===== src/rtl/fir_seq16x6_pkg.sv =====
// Shared types and constants for the fir_seq16x6 FIR tap sequencer.
// Optional macro FIR_PIPE_EN adds a product register ahead of the accumulator.
package fir_seq_pkg;

    localparam int SRL_DEPTH = 16;
    localparam int SRL_W     = 6;
    localparam int TAP_AW    = 4;
    // One extra bit so the tap counter can reach TAPS in the pipelined build
    localparam int KW        = TAP_AW + 1;

    typedef enum logic [1:0] {
        IDLE,
        SHIFT,
        MAC,
        DONE
    } state_t;

endpackage


===== src/rtl/fir_seq16x6_if.sv =====
// Sample-in / result-out handshake bundle for fir_seq16x6.
// Unaffected by FIR_PIPE_EN.
interface fir_seq16x6_if #(
    parameter int ACCW = 22
);
    import fir_seq_pkg::*;

    logic signed [SRL_W-1:0] din;
    logic                    din_stb;
    logic signed [ACCW-1:0]  dout;
    logic                    dout_stb;
    logic                    busy;
    logic                    ovr;

    modport master (
        output din, din_stb,
        input  dout, dout_stb, busy, ovr
    );

    modport slave (
        input  din, din_stb,
        output dout, dout_stb, busy, ovr
    );

endinterface


===== src/rtl/fir_seq16x6_mac.sv =====
// Signed tap multiplier and accumulator for fir_seq16x6.
// With FIR_PIPE_EN defined the product and its first/valid flags are registered once.
module fir_mac
    import fir_seq_pkg::*;
#(
    parameter int CW   = 12,
    parameter int ACCW = 22
) (
    input  logic                   clk,
    input  logic                   rst,
    input  logic                   first,
    input  logic                   valid,
    input  logic [SRL_W-1:0]       srl_y,
    input  logic [CW-1:0]          coef,
    output logic signed [ACCW-1:0] acc
);

    localparam int PW = SRL_W + CW;

    logic signed [PW-1:0]   yExt;
    logic signed [PW-1:0]   cExt;
    logic signed [PW-1:0]   prod;
    logic signed [ACCW-1:0] prodExt;
    logic signed [ACCW-1:0] stepProd;
    logic                   stepFirst;
    logic                   stepValid;

    // Both operands are widened to the full product width so the multiply is exact
    assign yExt    = PW'($signed(srl_y));
    assign cExt    = PW'($signed(coef));
    assign prod    = yExt * cExt;
    assign prodExt = ACCW'(prod);

`ifdef FIR_PIPE_EN
    always_ff @(posedge clk or posedge rst) begin
        if (rst) begin
            stepProd  <= '0;
            stepFirst <= 1'b0;
            stepValid <= 1'b0;
        end else begin
            stepProd  <= prodExt;
            stepFirst <= first;
            stepValid <= valid;
        end
    end
`else
    assign stepProd  = prodExt;
    assign stepFirst = first;
    assign stepValid = valid;
`endif

    // The first tap of a sweep overwrites the accumulator instead of adding
    always_ff @(posedge clk or posedge rst) begin
        if (rst) begin
            acc <= '0;
        end else if (stepValid) begin
            acc <= stepFirst ? stepProd : acc + stepProd;
        end
    end

endmodule


===== src/rtl/fir_seq16x6.sv =====
// FIR tap sequencer: shifts each sample into the external delay line, sweeps taps, emits one result.
// Define FIR_PIPE_EN to pipeline the multiplier (MAC phase one cycle longer).
module fir_seq16x6
    import fir_seq_pkg::*;
#(
    parameter int TAPS = 16,
    parameter int CW   = 12,
    parameter int ACCW = 22
) (
    input  logic              clk,
    input  logic              rst,
    fir_seq16x6_if.slave      smp,
    output logic [SRL_W-1:0]  srl_d,
    output logic              srl_ce,
    output logic [TAP_AW-1:0] srl_a,
    input  logic [SRL_W-1:0]  srl_y,
    output logic [TAP_AW-1:0] coef_a,
    input  logic [CW-1:0]     coef
);

`ifdef FIR_PIPE_EN
    localparam int MAC_LAST = TAPS;
`else
    localparam int MAC_LAST = TAPS - 1;
`endif
    localparam logic [KW-1:0] K_LAST = KW'(MAC_LAST);
    localparam logic [KW-1:0] K_TAPS = KW'(TAPS);

    state_t                 state;
    state_t                 stateNext;
    logic [KW-1:0]          k;
    logic                   tapValid;
    logic                   accept;
    logic signed [ACCW-1:0] acc;
    logic signed [ACCW-1:0] doutQ;
    logic                   ovrQ;

    // In the pipelined build the last MAC cycle only drains the product register
    assign tapValid = (state == MAC) && (k < K_TAPS);
    assign accept   = smp.din_stb && ((state == IDLE) || (state == DONE));

    always_ff @(posedge clk or posedge rst) begin
        if (rst) begin
            state <= IDLE;
        end else begin
            state <= stateNext;
        end
    end

    always_comb begin
        stateNext = state;
        srl_ce    = 1'b0;
        srl_a     = '0;
        case (state)
            IDLE: begin
                if (smp.din_stb) begin
                    stateNext = SHIFT;
                end
            end
            SHIFT: begin
                srl_ce    = 1'b1;
                stateNext = MAC;
            end
            MAC: begin
                if (tapValid) begin
                    srl_a = k[TAP_AW-1:0];
                end
                if (k == K_LAST) begin
                    stateNext = DONE;
                end
            end
            DONE: begin
                stateNext = smp.din_stb ? SHIFT : IDLE;
            end
            default: stateNext = IDLE;
        endcase
    end

    assign coef_a       = srl_a;
    assign smp.dout_stb = (state == DONE);
    assign smp.busy     = (state != IDLE);
    assign smp.dout     = doutQ;
    assign smp.ovr      = ovrQ;

    always_ff @(posedge clk or posedge rst) begin
        if (rst) begin
            k <= '0;
        end else if (state == MAC) begin
            k <= k + 1'b1;
        end else begin
            k <= '0;
        end
    end

    // Strobes arriving mid-computation are dropped but remembered in the sticky flag
    always_ff @(posedge clk or posedge rst) begin
        if (rst) begin
            srl_d <= '0;
            doutQ <= '0;
            ovrQ  <= 1'b0;
        end else begin
            if (accept) begin
                srl_d <= smp.din;
            end
            if (smp.din_stb && ((state == SHIFT) || (state == MAC))) begin
                ovrQ <= 1'b1;
            end
            if (state == DONE) begin
                doutQ <= acc;
            end
        end
    end

    fir_mac #(
        .CW   (CW),
        .ACCW (ACCW)
    ) u_mac (
        .clk   (clk),
        .rst   (rst),
        .first (k == '0),
        .valid (tapValid),
        .srl_y (srl_y),
        .coef  (coef),
        .acc   (acc)
    );

endmodule


===== src/flat_wrapper.sv =====
// flat-port wrapper written by rule: the top's interface ports become plain ports
module fir_seq16x6_flat import fir_seq_pkg::*;
#(
    parameter int TAPS = 16,
    parameter int CW   = 12,
    parameter int ACCW = 22
)
  (clk, rst, srl_d, srl_ce, srl_a, srl_y, coef_a, coef, smp_din, smp_din_stb, smp_dout, smp_dout_stb, smp_busy, smp_ovr);
  fir_seq16x6_if #(.ACCW(ACCW)) smp_i ();
  input  logic clk;
  input  logic rst;
  output logic [SRL_W-1:0] srl_d;
  output logic srl_ce;
  output logic [TAP_AW-1:0] srl_a;
  input  logic [SRL_W-1:0] srl_y;
  output logic [TAP_AW-1:0] coef_a;
  input  logic [CW-1:0] coef;
  input wire logic [$bits(smp_i.din)-1:0] smp_din;
  input wire logic [$bits(smp_i.din_stb)-1:0] smp_din_stb;
  output wire logic [$bits(smp_i.dout)-1:0] smp_dout;
  output wire logic [$bits(smp_i.dout_stb)-1:0] smp_dout_stb;
  output wire logic [$bits(smp_i.busy)-1:0] smp_busy;
  output wire logic [$bits(smp_i.ovr)-1:0] smp_ovr;
  assign smp_i.din = smp_din;
  assign smp_i.din_stb = smp_din_stb;
  assign smp_dout = smp_i.dout;
  assign smp_dout_stb = smp_i.dout_stb;
  assign smp_busy = smp_i.busy;
  assign smp_ovr = smp_i.ovr;
  fir_seq16x6 #(.TAPS(TAPS), .CW(CW), .ACCW(ACCW)) u_core (.clk(clk), .rst(rst), .smp(smp_i), .srl_d(srl_d), .srl_ce(srl_ce), .srl_a(srl_a), .srl_y(srl_y), .coef_a(coef_a), .coef(coef));
endmodule

===== config.mk =====
export PLATFORM = sky130hd
export DESIGN_NAME = fir_seq16x6_flat
export DESIGN_NICKNAME = d
export VERILOG_FILES = /design/src/rtl/fir_seq16x6_pkg.sv /design/src/rtl/fir_seq16x6_if.sv /design/src/rtl/fir_seq16x6_mac.sv /design/src/rtl/fir_seq16x6.sv /design/src/flat_wrapper.sv
export SDC_FILE = /design/constraint.sdc
export NUM_CORES = 1
export LEC_CHECK = 0
export ABC_CLOCK_PERIOD_IN_PS = 3000
export CAP_MARGIN = 30
export CORE_MARGIN = 1.5
export CORE_UTILIZATION = 30
export CTS_CLUSTER_DIAMETER = 120
export DETAILED_ROUTE_END_ITERATION = 16
export GPL_ROUTABILITY_DRIVEN = 1
export PLACE_DENSITY = 0.51
export SLEW_MARGIN = 15
export SYNTH_ARGS = -nofsm -noshare
export SYNTH_HDL_FRONTEND = slang
export SYNTH_SLANG_ARGS = --single-unit

===== constraint.sdc =====
create_clock -name clk -period 3 [get_ports clk]
set_input_delay 0.45 -clock clk [delete_from_list [all_inputs] [get_ports clk]]
set_output_delay 0.45 -clock clk [all_outputs]
set_load 0.02 [all_outputs]

==> results of run 1 <==
==> critical path: stages <==
cell	delay [ns]
buf_6	0.09
and2_4	0.15
fa_1	0.54
inv_2	0.04
fa_1	0.53
inv_2	0.05
fa_1	0.51
fa_1	0.46
buf_6	0.15
ha_4	0.22
a211oi_4	0.24
o21ai_2	0.13
a2111oi_4	0.31
nor3_2	0.11
a211o_1	0.31
a21oi_4	0.19
xnor2_4	0.20
ha_4	0.26
o21a_1	0.19
nor2_4	0.14
a31oi_4	0.06
a31oi_4	0.19
nand3_1	0.10
mux2_4	0.28
nand4_1	0.07
==> cell families (layout without fill, tap and decap cells) <==
| family | after synthesis | count (layout) | share of synthesized area |
|---|---|---|---|
| buf+inv | 69 | 257 | 0.04590 |
| xor+xnor | 30 | 30 | 0.04527 |
| compound gates | 119 | 119 | 0.1323 |
| mux | 34 | 34 | 0.06351 |
| fa+ha+maj | 117 | 117 | 0.3094 |
| flops | 58 | 58 | 0.2431 |
| simple gates | 187 | 187 | 0.1606 |
==> metrics by stage <==
stage          setup WS (ns)  instance area (sq um)    util  hold WS (ns)  std cells
5_1_grt               -2.910                   8954  0.4600        0.4782       1067
3_3_place_gp          -3.458                   7820  0.4018        0.4500       1027
3_5_place_dp          -3.519                   7820  0.4018        0.4526       1027
4_1_cts               -2.816                   8660  0.4449        0.4693       1059
2_1_floorplan         -2.835                   6152       -        0.4443        614
6_report              -2.734                   8954  0.4600        0.4687       1067
==> synth_stat cells, drive strengths merged, types with 3 or more instances <==
cell,n
ha,66
dfrtp,58
and2,53
fa,51
inv,48
nand2,45
nor2,37
mux2,31
o21ai,31
a21oi,29
xnor2,24
clkbuf,15
nor2b,14
nor3,11
a21o,10
and3,8
a31oi,7
nand3,7
o21a,7
a211oi,6
buf,6
xor2,6
o21bai,5
mux2i,3
nand2b,3
==> placed cells by master (no fill, tap or decap), types with 11 or more instances in the layout <==
cell / n
fa_1: 50
a21oi_1: 16
nand2_1: 44
buf_4: 105
a21oi_2: 11
nor2_1: 33
ha_4: 17
clkdlybuf4s50_1: 50
mux2_2: 30
xnor2_1: 14
buf_6: 24
o21ai_1: 18
ha_1: 46
and2_1: 47
dfrtp_1: 58
inv_1: 42
==> final timing paths <==
check,start,to,slack [ns]
max in group asynchronous,rst,u_core.u_mac.acc[11],2.24
min in group asynchronous,rst,u_core.k[0],0.50
setup / recovery,srl_y[2],u_core.u_mac.acc[21],-2.73
hold / removal,u_core.smp.ovr,u_core.smp.ovr,0.47
setup reg to reg,u_core.u_mac.acc[0],u_core.u_mac.acc[14],0.23
hold reg to reg,u_core.smp.ovr,u_core.smp.ovr,0.47
==> registers in the layout, summed over array words and instances (netlist names) <==
signal,count
u_core.u_mac.acc,22
u_core.smp.ovr,1
u_core.state,2
u_core.k,5
u_core.smp.dout,22
u_core.srl_d,6
==> metal layers <==
metal | global-route usage | vias to the layer above | part of all wire
met5 | 0 | - | 0
met4 | 0.04619 | 0 | 0.014
met1 | 0.2050 | 2497 | 0.46
li1 | - | 2451 | -
met2 | 0.2808 | 88 | 0.49
met3 | 0.02550 | 19 | 0.035
==> layout make-up <==
cell class | instances | area (sq um) | area share
clock buffers | 10 | 229.0 | 0.02557
clock inverters | 6 | 115.1 | 0.01286
inverters | 48 | 182.7 | 0.02040
multi-input cells | 487 | 4952 | 0.5531
flip-flops and latches | 58 | 1451 | 0.1621
well taps | 265 | 331.6 | 0.03703
repair buffers | 193 | 1692 | 0.1889
==> repair_timing <==
| item | in CTS | in global routing |
|---|---|---|
| resized for setup | 126 | 40 |
| setup buffers | 19 | 9 |
| endpoints found under the setup margin | 19 | 19 |
| pin swaps | 66 | 53 |
==> results by group, run 1 <==
Logic synthesis
  – Post-Syn Area: 5969 sq um
  – Top cell type's share of synthesized area: 0.2431
  – Cell variety after synth: 58
  – Fraction of registers with async set or reset after synthesis: 1.000
  – Dominant synthesized flop cell: dfrtp_1
  – Synth area leader: dfrtp_1
  – Syn_area_per_cell: 9.722 sq um
  – Mapped Cells: 614
  – Sequential-to-total area share from yosys stat: 0.2431
  – Post-synth EDFFs: 0
  – Post-synthesis net count: 758
  – Seq cells post-synth: 58
  – Synth area leaders: dfrtp_1 (24%), fa_1 (17%), ha_1 (14%)
  – Ys Warns: 0

Cells and area
  – Filler cell count: 1833
  – Layout area overhead: 49.99%
  – Share of cells above drive strength 1: 0.3641
  – # diodes: 0
  – Final net count: 941

Global route
  – Grt total ovfl: 0
  – Antenna violations before repair: 0
  – First-pass GRT wire length: 26590 microns
  – Global Route Usage Sum: 0.1611
  – Largest net degree at the start of global routing: 59
  – Vias in the first global route: 5523

Worst setup path
  – CP required: 3.26 ns
  – Cells on worst reg2reg path: 12
  – CP endpoint kind: flop
  – Crit Path Max Fanout: 5
  – Critical path arrival: 5.99 ns
  – Setup CP Type: input port to flop
  – Startpoint Class: input port

Drt
  – Initial DRC count: 140
  – DRC: 0
  – Post-Route WL: 15510 microns
  – Vias: 5055
  – WL/cell: 14.54 microns
  – Antenna viol nets, final: 0
  – Via density per instance: 4.738
  – DR pass1 iterations: 4

Die
  – Starting Density: 0.3067
  – Rows: 51
  – Die span in x: 144.1 microns
  – Ports: 67
  – Die height: 144.1 microns
  – Core box area: 19460 sq um
  – Die ar.: 20750 sq um

Clocking
  – CTS tree: yes
  – Num CTS Buffers: 9
  – TritonCTS Sinks: 58
  – Clk Latency, worst-skew pair: 0.33 ns
  – CTS Hold Bufs: 0
  – CTS root buffer: clkbuf_16
  – CTS H-tree lvls: 3
  – Reg clk slew, reported paths: 0.05 ns
  – CTS max path bufs: 2

Placement
  – DP HPWL: 11610 microns
  – Final RePlAce weighted congestion: 0.8427
  – PortBufs: 66

Timing
  – Hold Fails Final Rpt: 0
  – Worst setup margin: -2.734 ns
  – Final max-slew violation count: 0
  – Setup Skew: 0.01155 ns
  – Worst-Margin Slew: 0.4996 ns
  – Max_slew headroom: 0.6663
  – Max frequency: 174.4 MHz
  – Setup TNS: -37.44 ns
  – Final setup fails: 18
  – Tmin final: 5.734 ns
  – Final Cycle Share: 1.911
  – RSZ-0062 raised after global routing: yes

Status
  – Status: complete, but fails checks
  – Failing checks: setup timing

Hold path
  – Worst Hold Class: flop to flop
  – Hold depth: 1

Flow run
  – Count of maximum capacitance violations: 0
Power of run 1 is not shown: default switching activity piles up to over one toggle a cycle in this logic, so the estimate is an artifact.
==> run 2, diff against run 1 <==
--- a/config.mk
+++ b/config.mk
@@ -12,6 +12,8 @@
 export CTS_CLUSTER_DIAMETER = 120
 export DETAILED_ROUTE_END_ITERATION = 16
 export GPL_ROUTABILITY_DRIVEN = 1
+export GPL_TIMING_DRIVEN = 0
+export HOLD_SLACK_MARGIN = 0.08
 export PLACE_DENSITY = 0.51
 export SLEW_MARGIN = 15
 export SYNTH_ARGS = -nofsm -noshare
==> run 2 against run 1 <==
The run still ends with setup timing left. Hold slack got worse by 0.0074 ns. Routed wire length shrank 2.0%. Sequential share of layout area up 1.2 points. Via count decreased by 6.1%. Cell count decreased by 6.5%. Clock skew down 0.0024 ns. Critical path type unchanged.
==> results by group, run 2 (same netlist as run 1, synthesis figures left out) <==
Status
  – Status: complete, but fails checks (unchanged)
  – Failing checks: setup timing (unchanged)

Timing
  – RSZ-0062 raised after global routing: yes (unchanged)
  – Hold Fails Final Rpt: 0 (unchanged)
  – Max frequency: 168.7 MHz (was 174.4 MHz)
  – Tmin final: 5.927 ns (was 5.734 ns)
  – Max_slew headroom: 0.4988 (was 0.6663)
  – Setup Skew: 0.009176 ns (was 0.01155 ns)
  – Final Cycle Share: 1.976 (was 1.911)
  – Worst-Margin Slew: 0.7518 ns (was 0.4996 ns)
  – Final max-slew violation count: 0 (unchanged)
  – Worst hold slack: 0.4613 ns (was 0.4687 ns)
  – Worst setup margin: -2.927 ns (was -2.734 ns)
  – Final setup fails: 18 (unchanged)

Worst setup path
  – Reg2reg end: u_core.u_mac.acc[16] (was u_core.u_mac.acc[14])
  – Crit path max-delay family: adder cells (unchanged)
  – Setup CP Type: input port to flop (unchanged)
  – Levels on crit path: 27 (was 25)
  – Crit Path Max Fanout: 4 (was 5)
  – Worst R2R Start: u_core.u_mac.acc[0] (unchanged)
  – CP endpoint kind: flop (unchanged)
  – Setup crit start: srl_y[0] (was srl_y[2])
  – CP required: 3.27 ns (was 3.26 ns)
  – Slowest CP cell: fa_1 (unchanged)
  – Reg2reg setup slack: 0.09 ns (was 0.23 ns)
  – Cells on worst reg2reg path: 11 (was 12)
  – Critical path arrival: 6.19 ns (was 5.99 ns)
  – Critical Path End: u_core.u_mac.acc[21] (unchanged)
  – CP bufs+invs: 6 (was 4)
  – Cell repeated most along the worst path: fa_1 (unchanged)
  – Startpoint Class: input port (unchanged)
  – Slowest stage delay, CP: 0.53 ns (was 0.54 ns)

Global route
  – First-pass GRT wire length: 26150 microns (was 26590 microns)
  – Grt total ovfl: 0 (unchanged)
  – Largest net degree at the start of global routing: 59 (unchanged)
  – Vias in the first global route: 5201 (was 5523)
  – Antenna violations before repair: 0 (unchanged)
  – Global Route Usage Sum: 0.1598 (was 0.1611)

Hold path
  – Worst Hold Class: flop to flop (unchanged)

Drt
  – DRC: 0 (unchanged)
  – Vias: 4746 (was 5055)
  – Via density per instance: 4.756 (was 4.738)
  – Post-Route WL: 15200 microns (was 15510 microns)
  – Antenna viol nets, final: 0 (unchanged)
  – DR pass1 iterations: 4 (unchanged)
  – Initial DRC count: 127 (was 140)
  – WL/cell: 15.23 microns (was 14.54 microns)

Clocking
  – CTS root buffer: clkbuf_16 (unchanged)
  – CTS H-tree lvls: 3 (unchanged)
  – Num CTS Buffers: 9 (unchanged)
  – Reg clk slew, reported paths: 0.05 ns (about the same)
  – CTS max path bufs: 2 (unchanged)
  – CTS tree: yes (unchanged)
  – Clk Latency, worst-skew pair: 0.34 ns (was 0.33 ns)
  – TritonCTS Sinks: 58 (unchanged)

Cells and area
  – Layout area overhead: 39.72% (was 49.99%)
  – Filler cell count: 1879 (was 1833)
  – Share of cells above drive strength 1: 0.3042 (was 0.3641)
  – Most frequent cells in the layout: dfrtp_1 (58), clkdlybuf4s50_1 (51), and2_1 (49) (was buf_4 (105), dfrtp_1 (58), fa_1 (50), clkdlybuf4s50_1 (50), and2_1 (47))
  – Cell Count, Final, Fillers Out: 998 (was 1067)
  – Commonest non-fill, non-tap cell in the layout: dfrtp_1 (was buf_4)
  – Final net count: 873 (was 941)
  – Final instance area: 8341 sq um (was 8954 sq um)
  – # diodes: 0 (unchanged)

Placement
  – DP HPWL: 11290 microns (was 11610 microns)
  – PortBufs: 66 (unchanged)
  – Final RePlAce weighted congestion: 0.8991 (was 0.8427)
  – Post-Place Cells: 945 (was 1027)
  – Placed instance area: 7147 sq um (was 7820 sq um)

Die
  – Starting Density: 0.3067 (unchanged)
  – Die height: 144.1 microns (unchanged)
  – Core box area: 19460 sq um (unchanged)
  – Die span in x: 144.1 microns (unchanged)
  – Ports: 67 (unchanged)
  – Rows: 51 (unchanged)
  – Die ar.: 20750 sq um (unchanged)

Flow run
  – Count of maximum capacitance violations: 0 (unchanged)
## run 2: how the worst min path moves through the flow
stage,startpoint,end,slack (ns),cells after the start
detailed placement,u_core.smp.ovr,u_core.smp.ovr,0.45,1
floorplan,u_core.k[0],u_core.k[0],0.44,1
global route,u_core.k[0],u_core.k[0],0.49,1
finish,u_core.smp.ovr,u_core.smp.ovr,0.46,1
global placement,u_core.smp.ovr,u_core.smp.ovr,0.44,1
CTS,u_core.smp.ovr,u_core.smp.ovr,0.46,1
## run 2: layout make-up
| cell class | count | area, sq um | area share |
|---|---|---|---|
| inverters | 48 | 182.7 | 0.02190 |
| flip-flops and latches | 58 | 1451 | 0.1740 |
| plain buffers | 21 | 145.1 | 0.01740 |
| multi-input cells | 487 | 5022 | 0.6022 |
| repair buffers | 104 | 935.9 | 0.1122 |
| clock inverters | 3 | 15.01 | 0.001800 |
| well taps | 265 | 331.6 | 0.03975 |
| clock buffers | 12 | 256.5 | 0.03075 |
## run 2: repair_timing
item,in CTS,in global routing
pin swaps,64,41
endpoints found under the hold margin,0,0
setup endpoints to repair,23,21
buffers inserted,27,10
gates resized for setup,115,70
hold buffers,0,0
## run 2: through the flow
step                      setup slack, ns  setup TNS, ns    util
after CTS                          -2.952         -40.10  0.4103
after global placement             -3.950         -57.34  0.3671
after detailed placement           -4.034         -57.38  0.3672
final                              -2.927         -39.99  0.4285
after floorplan                    -2.835         -36.60       -
after global routing               -3.176         -43.97  0.4285
## run 2: metal layers
metal	share of wire	track usage
met1	0.47	0.2135
met2	0.49	0.2712
met3	0.029	0.02351
met4	0.012	0.03813
met5	0	0
Power of run 2 is left out for the same reason.
